`src/rtl/mitm_logic_mc.sv`:
```
// Multi-channel MITM decision engine: evaluates one channel per cycle against its runtime
// configuration and publishes all substituted words together with a single done pulse.
`timescale 1ns/1ps
module mitm_logic_mc #(
  parameter int unsigned DATA_SIZE    = 8,
  parameter int unsigned NUM_CHANNELS = 2,
  parameter int unsigned CNT_WIDTH    = 8,
  localparam int unsigned CH_W        = (NUM_CHANNELS > 1) ? $clog2(NUM_CHANNELS) : 1
) (
  input  logic                                 sys_clk,
  input  logic                                 rst,
  input  logic                                 eval,
  input  logic [NUM_CHANNELS*DATA_SIZE-1:0]    real_data,
  input  logic                                 cfg_we,
  input  logic [CH_W-1:0]                      cfg_chan,
  input  logic [1:0]                           cfg_mode,
  input  logic [DATA_SIZE-1:0]                 cfg_match,
  input  logic [DATA_SIZE-1:0]                 cfg_value,
  input  logic [CNT_WIDTH-1:0]                 cfg_skip,
  output logic [NUM_CHANNELS*DATA_SIZE-1:0]    fake_data,
  output logic [NUM_CHANNELS-1:0]              fake_select,
  output logic                                 done_sig,
  output logic                                 busy
);

  localparam logic [1:0] MODE_PASS    = 2'd0;
  localparam logic [1:0] MODE_REPLACE = 2'd1;
  localparam logic [1:0] MODE_XOR     = 2'd2;
  localparam logic [1:0] MODE_MATCH   = 2'd3;

  typedef enum logic {S_IDLE, S_EVAL} state_t;

  state_t state_q, state_d;

  logic [1:0]                        mode_q  [NUM_CHANNELS];
  logic [DATA_SIZE-1:0]              match_q [NUM_CHANNELS];
  logic [DATA_SIZE-1:0]              value_q [NUM_CHANNELS];
  logic [CNT_WIDTH-1:0]              skip_q  [NUM_CHANNELS];
  logic [CNT_WIDTH-1:0]              cnt_q   [NUM_CHANNELS];

  logic [NUM_CHANNELS*DATA_SIZE-1:0] real_q;
  logic [NUM_CHANNELS*DATA_SIZE-1:0] shadow_data_q;
  logic [NUM_CHANNELS-1:0]           shadow_sel_q;
  logic [CH_W-1:0]                   idx_q;

  logic [DATA_SIZE-1:0]              cur_real_c;
  logic [DATA_SIZE-1:0]              res_data_c;
  logic                              res_sel_c;
  logic                              armed_c;
  logic                              last_c;
  logic                              start_c;
  logic                              cfg_ok_c;
  logic [CNT_WIDTH-1:0]              cnt_next_c;
  logic [NUM_CHANNELS*DATA_SIZE-1:0] shadow_data_c;
  logic [NUM_CHANNELS-1:0]           shadow_sel_c;

  always_ff @(posedge sys_clk or posedge rst) begin
    if (rst) state_q <= S_IDLE;
    else     state_q <= state_d;
  end

  // Next state plus the combinational result for the channel under evaluation.
  always_comb begin
    state_d       = state_q;
    cur_real_c    = real_q[32'(idx_q)*DATA_SIZE +: DATA_SIZE];
    armed_c       = (cnt_q[idx_q] >= skip_q[idx_q]);
    res_data_c    = cur_real_c;
    res_sel_c     = 1'b0;
    last_c        = (idx_q == CH_W'(NUM_CHANNELS - 1));
    start_c       = (state_q == S_IDLE) && eval;
    cfg_ok_c      = (state_q == S_IDLE) && cfg_we && (32'(cfg_chan) < NUM_CHANNELS);
    cnt_next_c    = (cnt_q[idx_q] == {CNT_WIDTH{1'b1}}) ? cnt_q[idx_q]
                                                        : cnt_q[idx_q] + CNT_WIDTH'(1);
    shadow_data_c = shadow_data_q;
    shadow_sel_c  = shadow_sel_q;

    if (armed_c) begin
      case (mode_q[idx_q])
        MODE_PASS: begin
          res_data_c = cur_real_c;
          res_sel_c  = 1'b0;
        end
        MODE_REPLACE: begin
          res_data_c = value_q[idx_q];
          res_sel_c  = 1'b1;
        end
        MODE_XOR: begin
          res_data_c = cur_real_c ^ value_q[idx_q];
          res_sel_c  = 1'b1;
        end
        MODE_MATCH: begin
          if (cur_real_c == match_q[idx_q]) begin
            res_data_c = value_q[idx_q];
            res_sel_c  = 1'b1;
          end
        end
        default: begin
          res_data_c = cur_real_c;
          res_sel_c  = 1'b0;
        end
      endcase
    end

    shadow_data_c[32'(idx_q)*DATA_SIZE +: DATA_SIZE] = res_data_c;
    shadow_sel_c[idx_q]                               = res_sel_c;

    case (state_q)
      S_IDLE:  if (eval) state_d = S_EVAL;
      S_EVAL:  if (last_c) state_d = S_IDLE;
      default: state_d = S_IDLE;
    endcase
  end

  // Configuration, counters, shadow registers and published outputs.
  always_ff @(posedge sys_clk or posedge rst) begin
    if (rst) begin
      for (int i = 0; i < int'(NUM_CHANNELS); i++) begin
        mode_q[i]  <= MODE_PASS;
        match_q[i] <= '0;
        value_q[i] <= '0;
        skip_q[i]  <= '0;
        cnt_q[i]   <= '0;
      end
      real_q        <= '0;
      shadow_data_q <= '0;
      shadow_sel_q  <= '0;
      idx_q         <= '0;
      fake_data     <= '0;
      fake_select   <= '0;
      done_sig      <= 1'b0;
      busy          <= 1'b0;
    end else begin
      done_sig <= 1'b0;

      // Config lands on the same edge an eval starts, so that eval sees it.
      if (cfg_ok_c) begin
        mode_q[cfg_chan]  <= cfg_mode;
        match_q[cfg_chan] <= cfg_match;
        value_q[cfg_chan] <= cfg_value;
        skip_q[cfg_chan]  <= cfg_skip;
        cnt_q[cfg_chan]   <= '0;
      end

      if (start_c) begin
        real_q <= real_data;
        idx_q  <= '0;
        busy   <= 1'b1;
      end

      if (state_q == S_EVAL) begin
        shadow_data_q <= shadow_data_c;
        shadow_sel_q  <= shadow_sel_c;
        cnt_q[idx_q]  <= cnt_next_c;
        idx_q         <= idx_q + CH_W'(1);
        if (last_c) begin
          fake_data   <= shadow_data_c;
          fake_select <= shadow_sel_c;
          done_sig    <= 1'b1;
          busy        <= 1'b0;
          idx_q       <= '0;
        end
      end
    end
  end

endmodule

```
`config.mk`:
```
export PLATFORM = sky130hd
export DESIGN_NAME = mitm_logic_mc
export DESIGN_NICKNAME = d
export VERILOG_FILES = /design/src/rtl/mitm_logic_mc.sv
export SDC_FILE = /design/constraint.sdc
export NUM_CORES = 1
export LEC_CHECK = 0
export CAP_MARGIN = 20
export CORE_AREA = 5 5 116 107
export CTS_CLUSTER_DIAMETER = 120
export CTS_CLUSTER_SIZE = 24
export DETAILED_ROUTE_END_ITERATION = 10
export DIE_AREA = 0 0 121 112
export PLACE_DENSITY_LB_ADDON = 0.25
export SLEW_MARGIN = 15
export SYNTH_ARGS = -nofsm -noshare
export SYNTH_HDL_FRONTEND = slang
export SYNTH_SLANG_ARGS = --single-unit
```
`constraint.sdc`:
```
create_clock -name sys_clk -period 11.2 [get_ports sys_clk]
set_input_delay 2.8 -clock sys_clk [delete_from_list [all_inputs] [get_ports sys_clk]]
set_output_delay 2.8 -clock sys_clk [all_outputs]
set_load 0.05 [all_outputs]
```
==> results.sh, run 1 <==
export IMPL_run_status="finished, final reports clean"
export IMPL_clock_sinks=115
export IMPL_synth_top_family_by_area="multiplexers"
export IMPL_crit_buf_inv=1
export IMPL_crit_type="register to primary output"
export IMPL_ios=67
export IMPL_max_slew_worst_pin_slew_ps=1010
export IMPL_max_freq_ghz=0.227
export IMPL_seq_area_frac_synth_pct=48.8
export IMPL_rrSetupSlack_ps=7770
export IMPL_slew_headroom_pct=32.2
export IMPL_ys_types=52
export IMPL_period_needed_ps=4400
export IMPL_synth_edff_count=0
export IMPL_r2r_cells=9
export IMPL_synthXorXnorAreaFrac_pct=3.71
export IMPL_wire_per_inst_um=17.8
export IMPL_crit_cells=1
export IMPL_fin_setup_tns_ps=0
export IMPL_r2r_end="fake_data[11]$_DFFE_PP0P_"
export IMPL_grt_first_pass_wirelength_um=22100
export IMPL_postCtsSetupRepairBufs=0
export IMPL_vias=4284
export IMPL_synthToLayoutAreaGrowth_pct=23.2
export IMPL_crit_arrival_ps=1600
export IMPL_slew_violations=0
export IMPL_antenna_found_initial=0
export IMPL_numCtsBuffers=17
export IMPL_hp_start="fake_data[4]$_DFFE_PP0P_"
export IMPL_drv_cap=0
export IMPL_hp_class="register to register"
export IMPL_drt_total_wl_um=13400
export IMPL_start_kind="register"
export IMPL_antenna_left=0
export IMPL_drc=0
export IMPL_synthArstFlopShare_pct=100
export IMPL_synth_compound_area_share_pct=10.4
export IMPL_synthAdderAreaFrac_pct=2.76
export IMPL_slowest_delay_ps=810
export IMPL_final_util_pct=65.1
export IMPL_synth_mux_area_share_pct=19.3
export IMPL_synth_seq_cells=115
export IMPL_gp_congestion=0.836
export IMPL_portBuffers=66
export IMPL_crit_family="buffers and inverters"
export IMPL_drtPass1Iterations=5
export IMPL_cts_max_path_buffers=2
export IMPL_drive_above_1_share_pct=20.6
export IMPL_design_die_area_sq_um=13600
export IMPL_crit_path_end_kind="primary output"
export IMPL_syn_inst=526
export IMPL_rsz0062_at_grt="false"
export IMPL_fin_crit_sh_pct=39.3
export IMPL_cts_clk_slew_worst_paths_ps=60
export IMPL_die_h_um=112
export IMPL_h_tree_depth=4
export IMPL_crit_chain="clkdlybuf4s50_1"
export IMPL_ys_warn_count=0
export IMPL_drt_iter0_markers=211
export IMPL_power_leakage_nw=3.18
export IMPL_synthFlopType="dfrtp_1"
export IMPL_fillers=864
export IMPL_dp_hpwl_um=9110
export IMPL_first_global_vias=4377
export IMPL_n_antenna_cell=0
export IMPL_grt_max_degree=68
export IMPL_min_to="fake_data[4]$_DFFE_PP0P_"
export IMPL_clkLatencyLatePin_ps=410
export IMPL_syn_area_sq_um=5900
export IMPL_start_util_pct=52.9
export IMPL_syn_avg_cell_area_sq_um=11.2
export IMPL_nets=644
export IMPL_fp_coreArea_sq_um=11200
export IMPL_hold_depth=2
export IMPL_crit_required_ps=8400
export IMPL_num_rows=37
export IMPL_ir_drop_v=0.000128
export IMPL_cp_max_fo=2
export IMPL_synth_simple_gate_area_share_pct=11.2
export IMPL_p_per_area_nw_per_um2=342
export IMPL_fin_skew_ps=11.6
export IMPL_dieWidth_um=121
export IMPL_cts_tree="done"
export IMPL_vias_per_cell=5.69
export IMPL_globalRoute_totalOverflow=0
export IMPL_cts_resized=0
export IMPL_setup_violations=0
export IMPL_cts_root_buffer="clkbuf_16"
export IMPL_synth_nets=586
export IMPL_grt_usage_pct=20.7
export IMPL_ctsHoldBuffers=0
export IMPL_worstReg2RegStart="idx_q$_DFFE_PP0P_"
export IMPL_final_hold_violation_count=0
export IMPL_cp_slowest_cell="clkdlybuf4s50_1"
cell type report:
| class | instances | area [sq um] | share of cell area, % |
|---|---|---|---|
| Clock buffer | 21 | 460 | 6.34 |
| Inverter | 18 | 70.1 | 0.964 |
| Tap cell | 156 | 195 | 2.69 |
| Timing Repair Buffer | 72 | 706 | 9.71 |
| Clock inverter | 11 | 158 | 2.17 |
| Multi-Input combinational cell | 360 | 2800 | 38.5 |
| Sequential cell | 115 | 2880 | 39.6 |
cell usage after synthesis, types with 2 or more instances:
library cell / number / area share, %
dfrtp_1: 115 / 49
mux2_2: 76 / 15
nand2_1: 55 / 3.5
mux2i_1: 27 / 4.6
nor2_1: 26 / 1.7
xor2_1: 23 / 3.4
clkbuf_1: 21 / 1.3
inv_1: 17 / 1.1
nand3_1: 15 / 1.3
ha_1: 13 / 2.8
a21oi_1: 10 / 0.85
o22ai_1: 10 / 1.1
o21ai_0: 9 / 0.76
nand4_1: 8 / 0.85
o31ai_1: 8 / 1.0
and2_1: 7 / 0.74
buf_2: 7 / 0.59
a21boi_1: 6 / 0.76
a221oi_1: 6 / 0.89
a22o_1: 6 / 0.89
a41oi_1: 6 / 0.89
nor2b_1: 6 / 0.64
o2111a_1: 6 / 1.1
a31oi_1: 4 / 0.42
and3_1: 4 / 0.42
buf_6: 3 / 0.57
a21o_1: 2 / 0.25
a31o_2: 2 / 0.30
nor4_4: 2 / 0.72
o21ai_1: 2 / 0.17
or2_2: 2 / 0.21
xnor2_1: 2 / 0.30
tightest hold or removal path: stages, from the launching register on:
cell and delay [ps]:
dfrtp_1 340, nand2_1 50, nand2_1 50
worst max path at each step:
| stage | startpoint | end | slack, ps |
|---|---|---|---|
| final | fake_data[13]$_DFFE_PP0P_ | fake_data[13] | 6800 |
| after global routing | rst | idx_q$_DFFE_PP0P_ | 6740 |
| after CTS | fake_data[13]$_DFFE_PP0P_ | fake_data[13] | 6780 |
| after detailed placement | rst | idx_q$_DFFE_PP0P_ | 6570 |
| after global placement | rst | idx_q$_DFFE_PP0P_ | 6600 |
| after floorplan | rst | busy$_DFF_PP0_ | 5360 |
state kept, by name, summed over array words and instances, names as in the netlist, 2 cells and up:
| register | cells |
|---|---|
| skip_q | 16 |
| value_q | 16 |
| real_q | 16 |
| match_q | 16 |
| cnt_q | 16 |
| fake_select | 2 |
| mode_q | 4 |
| fake_data | 16 |
| shadow_data_q | 8 |
per-layer routing:
layer | vias to the layer above | track usage, % | share of wire (%)
met5 | - | 0 | 0
met1 | 2099 | 28.6 | 46
met4 | 0 | 7.25 | 1.7
li1 | 2008 | - | -
met2 | 159 | 31.7 | 46
met3 | 18 | 5.49 | 6.2
metrics by stage:
step                      cells  cell area (sq um)  setup WS, ps  total power (W)  hold WS [ps]
after floorplan             526               5900          5360          0.00162           439
after global placement      721               6650          6600          0.00186           450
after detailed placement    721               6650          6570          0.00191           460
after CTS                   753               7270          6780          0.00249           475
after global routing        753               7270          6740          0.00264           488
final                       753               7270          6800          0.00248           470
report_power, final:
part	switching (W)	leakage, nW	internal, W	total, W
sequential	0.000150	1.39	0.000624	0.000773
clock	0.000184	0.306	0.000381	0.000565
combinational	0.000665	1.49	0.000481	0.00115
total	0.000999	3.18	0.00149	0.00248
cells in the final DEF, fill, tap and decap left out, types with 7 or more instances in the layout:
| master | netlist | final |
|---|---|---|
| a21oi_1 | 10 | 10 |
| and2_1 | 7 | 7 |
| clkbuf_16 | 0 | 17 |
| clkdlybuf4s50_1 | 0 | 66 |
| dfrtp_1 | 115 | 114 |
| ha_1 | 13 | 13 |
| inv_1 | 17 | 16 |
| mux2_2 | 76 | 76 |
| mux2i_1 | 27 | 27 |
| nand2_1 | 55 | 55 |
| nand3_1 | 15 | 15 |
| nand4_1 | 8 | 8 |
| nor2_1 | 26 | 26 |
| o21ai_0 | 9 | 9 |
| o22ai_1 | 10 | 10 |
| o31ai_1 | 8 | 8 |
| xor2_1 | 23 | 23 |
kinds of logic (layout without fill, tap and decap cells):
logic type	after synthesis	after routing
AOI/OAI and AO/OA	84	84
xor gates and xnor gates	25	25
adders and majority gates	13	13
buffers and inverters	51	122
DFF	115	115
muxes	104	104
and+or+nand+nor	134	134
(Power assumes the default switching activity.)
==> inputs of run 2 (changes only) <==
--- a/config.mk
+++ b/config.mk
@@ -6,11 +6,11 @@
 export NUM_CORES = 1
 export LEC_CHECK = 0
 export CAP_MARGIN = 20
-export CORE_AREA = 5 5 116 107
+export CORE_AREA = 5 5 120 111
 export CTS_CLUSTER_DIAMETER = 120
 export CTS_CLUSTER_SIZE = 24
 export DETAILED_ROUTE_END_ITERATION = 10
-export DIE_AREA = 0 0 121 112
+export DIE_AREA = 0 0 125 116
 export PLACE_DENSITY_LB_ADDON = 0.25
 export SLEW_MARGIN = 15
 export SYNTH_ARGS = -nofsm -noshare
==> constraint.sdc (replaced) <==
create_clock -name sys_clk -period 4.02 [get_ports sys_clk]
set_input_delay 1.005 -clock sys_clk [delete_from_list [all_inputs] [get_ports sys_clk]]
set_output_delay 1.005 -clock sys_clk [all_outputs]
set_load 0.05 [all_outputs]
==> run 2 against run 1 <==
  * Non-clock buffer count increased by 1
  * Worst setup slack got worse by 6100 ps
  * Count of clock-buffer cells in the layout increased by 3
  * Largest cell class unchanged
==> results.sh, run 2 (synthesis gave the netlist of run 1 again) <==
export IMPL_cts_clk_slew_worst_paths_ps=50
export IMPL_nets=645
export IMPL_n_antenna_cell=0
export IMPL_design_die_area_sq_um=14500
export IMPL_cp_max_fo=31
export IMPL_ir_drop_v=0.000403
export IMPL_cts_root_buffer="clkbuf_16"
export IMPL_fp_coreArea_sq_um=11800
export IMPL_drt_total_wl_um=13300
export IMPL_crit_type="register to register"
export IMPL_clock_sinks=115
export IMPL_fin_crit_sh_pct=82.4
export IMPL_ctsHoldBuffers=0
export IMPL_final_hold_violation_count=0
export IMPL_drt_iter0_markers=268
export IMPL_ios=67
export IMPL_p_per_area_nw_per_um2=951
export IMPL_drive_above_1_share_pct=20.7
export IMPL_dieWidth_um=125
export IMPL_slew_headroom_pct=32.6
export IMPL_vias_per_cell=5.49
export IMPL_period_needed_ps=3310
export IMPL_setup_violations=0
export IMPL_cts_max_path_buffers=2
export IMPL_grt_usage_pct=19.7
export IMPL_busiest_layer="met2"
export IMPL_cts_resized=0
export IMPL_final_util_pct=61.8
export IMPL_grt_use_met1_pct=27.2
export IMPL_hp_class="register to register"
export IMPL_grtUsageMet3_pct=5.16
export IMPL_crit_required_ps=4320
export IMPL_crit_family="flip-flops"
export IMPL_grt_met2_usage_pct=29.8
export IMPL_crit_buf_inv=2
export IMPL_run_status="finished, final reports clean"
export IMPL_rsz0062_at_grt="false"
export IMPL_h_tree_depth=4
export IMPL_synthToLayoutAreaGrowth_pct=24.2
export IMPL_die_h_um=116
export IMPL_wire_per_inst_um=17.6
export IMPL_vias=4164
export IMPL_grt_max_degree=116
export IMPL_grt_first_pass_wirelength_um=22500
export IMPL_max_slew_worst_pin_slew_ps=1010
export IMPL_start_kind="register"
export IMPL_cp_slowest_cell="dfrtp_2"
export IMPL_slowest_delay_ps=700
export IMPL_drv_cap=0
export IMPL_crit_chain="buf_4 -> mux2i_1 -> inv_1 -> ha_1 -> nor2b_1 -> nand4_1 -> a21boi_1 -> o2111a_1 -> a221oi_1"
export IMPL_gp_congestion=0.897
export IMPL_first_global_vias=4338
export IMPL_hold_ws_ps=465
export IMPL_portBuffers=66
export IMPL_max_freq_ghz=0.302
export IMPL_drc=0
export IMPL_start_util_pct=49.8
export IMPL_layout_common_cells="dfrtp_1 (114), mux2_2 (76), clkdlybuf4s50_1 (66), nand2_1 (55), mux2i_1 (27)"
export IMPL_postCtsSetupRepairBufs=0
export IMPL_globalRoute_totalOverflow=0
export IMPL_power_leakage_nw=3.20
export IMPL_crit_arrival_ps=3610
export IMPL_dp_hpwl_um=9380
export IMPL_clkLatencyLatePin_ps=420
export IMPL_drtPass1Iterations=5
export IMPL_antenna_found_initial=0
export IMPL_fin_setup_tns_ps=0
export IMPL_cts_tree="done"
export IMPL_numCtsBuffers=17
export IMPL_crit_path_end_kind="register"
export IMPL_slew_violations=0
export IMPL_antenna_left=0
export IMPL_num_rows=38
export IMPL_layout_commonest_cell="dfrtp_1"
export IMPL_fin_skew_ps=6.19
==> run 2: cell types whose count changed in the layout (fill, tap and decap cells not counted), sizes merged <==
cell	previous run	this run
clkinv	7	4
inv	17	16
clkinvlp	1	2
buf	6	7
clkbuf	21	24
==> run 2: path summary, 6_finish.rpt <==
check / startpoint / to / slack, ps / depth (start not counted)
setup / recovery: idx_q$_DFFE_PP0P_ / fake_data[14]$_DFFE_PP0P_ / 710 / 9
hold reg to reg: shadow_sel_q[0]$_DFFE_PP0P_ / fake_select[0]$_DFFE_PP0P_ / 460 / 2
min in group asynchronous: rst / skip_q[8]$_DFFE_PP0P_ / 1090 / 3
setup reg to reg: idx_q$_DFFE_PP0P_ / fake_data[14]$_DFFE_PP0P_ / 710 / 9
max in group asynchronous: rst / idx_q$_DFFE_PP0P_ / 2390 / 3
hold / removal: shadow_sel_q[0]$_DFFE_PP0P_ / fake_select[0]$_DFFE_PP0P_ / 460 / 2
==> run 2: metal layers <==
layer  routed length [um]  up-vias  part of all wire [%]
met4                  278        0                   2.1
li1                     -     2002                     -
met2                 5880      107                    44
met5                    0        -                     0
met1                 6540     2036                    49
met3                  634       19                   4.8
==> run 2: report_power, final <==
group / internal, W / total [W] / switching [W]
Combinational: 0.00134 / 0.00313 / 0.00179
Clock: 0.00112 / 0.00162 / 0.000503
Sequential: 0.00174 / 0.00221 / 0.000476
==> run 2: final cells by class <==
class	count	area, sq um
inverter	18	71.3
clock inverter	8	146
clock buffer	24	502
sequential	115	2880
multi-input combinational	360	2800
fill	958	4520
tap	160	200
timing repair buffer	73	726
==> run 2: tightest hold or removal path, stage by stage (launching register included) <==
cell     delay (ps)
dfrtp_1         340
nand2_1          50
nand2_1          40
==> run 2: metrics by stage <==
stage	cells	worst slack, ps	instance area, sq um	power (W)
CTS	758	734	7320	0.00699
floorplan	526	811	5900	0.00451
global route	758	518	7320	0.00741
finish	758	709	7320	0.00696
global placement	726	947	6670	0.00522
detailed placement	726	758	6670	0.00534
==> inputs of run 3 (changes only) <==
--- a/config.mk
+++ b/config.mk
@@ -6,11 +6,11 @@
 export NUM_CORES = 1
 export LEC_CHECK = 0
 export CAP_MARGIN = 20
-export CORE_AREA = 5 5 120 111
+export CORE_AREA = 5 5 116 107
 export CTS_CLUSTER_DIAMETER = 120
 export CTS_CLUSTER_SIZE = 24
 export DETAILED_ROUTE_END_ITERATION = 10
-export DIE_AREA = 0 0 125 116
+export DIE_AREA = 0 0 121 112
 export PLACE_DENSITY_LB_ADDON = 0.25
 export SLEW_MARGIN = 15
 export SYNTH_ARGS = -nofsm -noshare
==> constraint.sdc (replaced) <==
create_clock -name sys_clk -period 3.3 [get_ports sys_clk]
set_input_delay 0.825 -clock sys_clk [delete_from_list [all_inputs] [get_ports sys_clk]]
set_output_delay 0.825 -clock sys_clk [all_outputs]
set_load 0.05 [all_outputs]
==> run 3 against run 2 <==
  * Wire length down 0.45%
  * Register-to-register slack worse by 400 ps
  * Worst setup slack worse by 400 ps
  * Total power up 23%
  * Count of clock-buffer cells in the layout down 1
  * Clock power up 25%
  * Global-route usage up 1.3 points
  * Non-clock buffer count up 2
  * Die area down 6.5%
  * Final area up 0.36%
  * Critical path type unchanged
  * Largest power group unchanged
  * Highest routed layer unchanged
==> results.sh, run 3 (synthesis gave the netlist of run 1 again) <==
export IMPL_ios=67
export IMPL_crit_required_ps=3600
export IMPL_cts_tree="done"
export IMPL_fp_coreArea_sq_um=11200
export IMPL_crit_family="simple AND/OR/NAND/NOR gates"
export IMPL_cpMostUsedCell="or2_2"
export IMPL_start_kind="register"
export IMPL_period_needed_ps=3000
export IMPL_layout_common_cells="dfrtp_1 (114), mux2_2 (76), clkdlybuf4s50_1 (66), nand2_1 (55), mux2i_1 (27)"
export IMPL_crit_path_end_kind="register"
export IMPL_max_freq_ghz=0.334
export IMPL_grt_first_pass_wirelength_um=22500
export IMPL_drive_above_1_share_pct=21.0
export IMPL_num_rows=37
export IMPL_internal_power_w=0.00519
export IMPL_slew_headroom_pct=34.9
export IMPL_dieWidth_um=121
export IMPL_design_die_area_sq_um=13600
export IMPL_setup_violations=0
export IMPL_dpl_worst_slack_ps=277
export IMPL_max_slew_worst_pin_slew_ps=974
export IMPL_drc=0
export IMPL_drt_iter0_markers=264
export IMPL_fin_setup_tns_ps=0
export IMPL_drt_total_wl_um=13300
export IMPL_power_w=0.00856
export IMPL_drv_cap=0
export IMPL_rsz0062_at_grt="false"
export IMPL_final_hold_violation_count=0
export IMPL_worstReg2RegStart="idx_q$_DFFE_PP0P_"
export IMPL_gp_congestion=0.861
export IMPL_seqPwrFrac_pct=31.1
export IMPL_pwr_share_comb_pct=45.2
export IMPL_placed_cells=724
export IMPL_crit_type="register to register"
export IMPL_cts_clk_slew_worst_paths_ps=50
export IMPL_antenna_left=0
export IMPL_cp_slowest_cell="dfrtp_4"
export IMPL_slowest_delay_ps=580
export IMPL_vias_per_cell=5.62
export IMPL_numCtsBuffers=17
export IMPL_ir_drop_v=0.000558
export IMPL_ctsHoldBuffers=0
export IMPL_cts_root_buffer="clkbuf_16"
export IMPL_clkPwrFrac_pct=23.7
export IMPL_fin_crit_sh_pct=90.8
export IMPL_clock_sinks=115
export IMPL_cp_max_fo=19
export IMPL_run_status="finished, final reports clean"
export IMPL_first_global_vias=4413
export IMPL_setup_ws_ps=304
export IMPL_swShare_pct=39.4
export IMPL_grt_max_degree=116
export IMPL_crit_chain="mux2i_1 -> inv_1 -> ha_1 -> nand4_1 -> or2_2 -> a31oi_1 -> or2_2 -> nor2_1 -> a221oi_1"
export IMPL_n_antenna_cell=0
export IMPL_startpoint="idx_q$_DFFE_PP0P_"
export IMPL_synthToLayoutAreaGrowth_pct=24.6
export IMPL_p_sw_w=0.00337
export IMPL_power_leakage_nw=3.22
export IMPL_final_cells=756
export IMPL_p_per_area_nw_per_um2=1160
export IMPL_crit_arrival_ps=3290
export IMPL_grt_usage_pct=21.0
export IMPL_hp_start="fake_data[2]$_DFFE_PP0P_"
export IMPL_drtPass1Iterations=5
export IMPL_clkLatencyLatePin_ps=420
export IMPL_antenna_found_initial=0
export IMPL_wire_per_inst_um=17.6
export IMPL_portBuffers=66
export IMPL_nets=647
export IMPL_dp_hpwl_um=9310
export IMPL_h_tree_depth=4
export IMPL_slew_violations=0
export IMPL_vias=4246
export IMPL_crit_buf_inv=1
export IMPL_start_util_pct=52.9
export IMPL_globalRoute_totalOverflow=0
export IMPL_fin_skew_ps=8.64
export IMPL_cts_max_path_buffers=2
export IMPL_layout_commonest_cell="dfrtp_1"
export IMPL_hp_class="register to register"
export IMPL_die_h_um=112
[run 3: final cells by class]
| class | count | area (sq um) |
|---|---|---|
| Fill cell | 870 | 3810 |
| Tap cell | 156 | 195 |
| Multi-Input combinational cell | 360 | 2800 |
| Timing Repair Buffer | 75 | 741 |
| Clock inverter | 9 | 174 |
| Sequential cell | 115 | 2880 |
| Clock buffer | 23 | 488 |
| Inverter | 18 | 71.3 |
[run 3: power by group through the flow]
| stage | registers [W] | clock network [W] | logic (W) |
|---|---|---|---|
| after CTS | 0.00266 | 0.00207 | 0.00386 |
| final | 0.00266 | 0.00203 | 0.00387 |
| after floorplan | 0.00287 | 0 | 0.00262 |
| after global routing | 0.00276 | 0.00213 | 0.00424 |
| after detailed placement | 0.00268 | 0 | 0.00384 |
| after global placement | 0.00265 | 0 | 0.00372 |
[run 3: path summary, 6_finish.rpt]
path	endpoint	slack, ps	cells past startpoint
worst max-delay path	fake_data[13]$_DFFE_PP0P_	300	9
worst min-delay path	fake_data[2]$_DFFE_PP0P_	470	2
worst max register to register	fake_data[13]$_DFFE_PP0P_	300	9
worst min register to register	fake_data[2]$_DFFE_PP0P_	470	2
max in group asynchronous	idx_q$_DFFE_PP0P_	1860	3
min in group asynchronous	real_q[9]$_DFFE_PP0P_	930	3
[run 3: worst reg2reg max path, cell delays in order, from the launching register on]
cell	delay [ps]
dfrtp_4	580
mux2i_1	370
inv_1	140
ha_1	350
nand4_1	100
or2_2	290
a31oi_1	270
or2_2	290
nor2_1	160
a221oi_1	330
[run 3: through the flow]
step | area, sq um | hold WS (ps) | utilization [%]
floorplan | 5900 | 439 | -
global placement | 6680 | 454 | 59.9
detailed placement | 6680 | 463 | 59.9
CTS | 7350 | 477 | 65.8
global route | 7350 | 499 | 65.9
finish | 7350 | 474 | 65.9
[run 3: per-layer routing]
metal	GRT usage, %	part of all wire, %	vias up
li1	-	-	2006
met1	29.9	47	2106
met2	30.5	45	116
met3	5.54	5.5	18
met4	8.46	2.2	0
met5	0	0	-
[run 3: what timing repair did]
item | CTS | global route
resized for setup | 0 | 1
endpoints found under the setup margin | 0 | 1
buffers inserted | 0 | 0
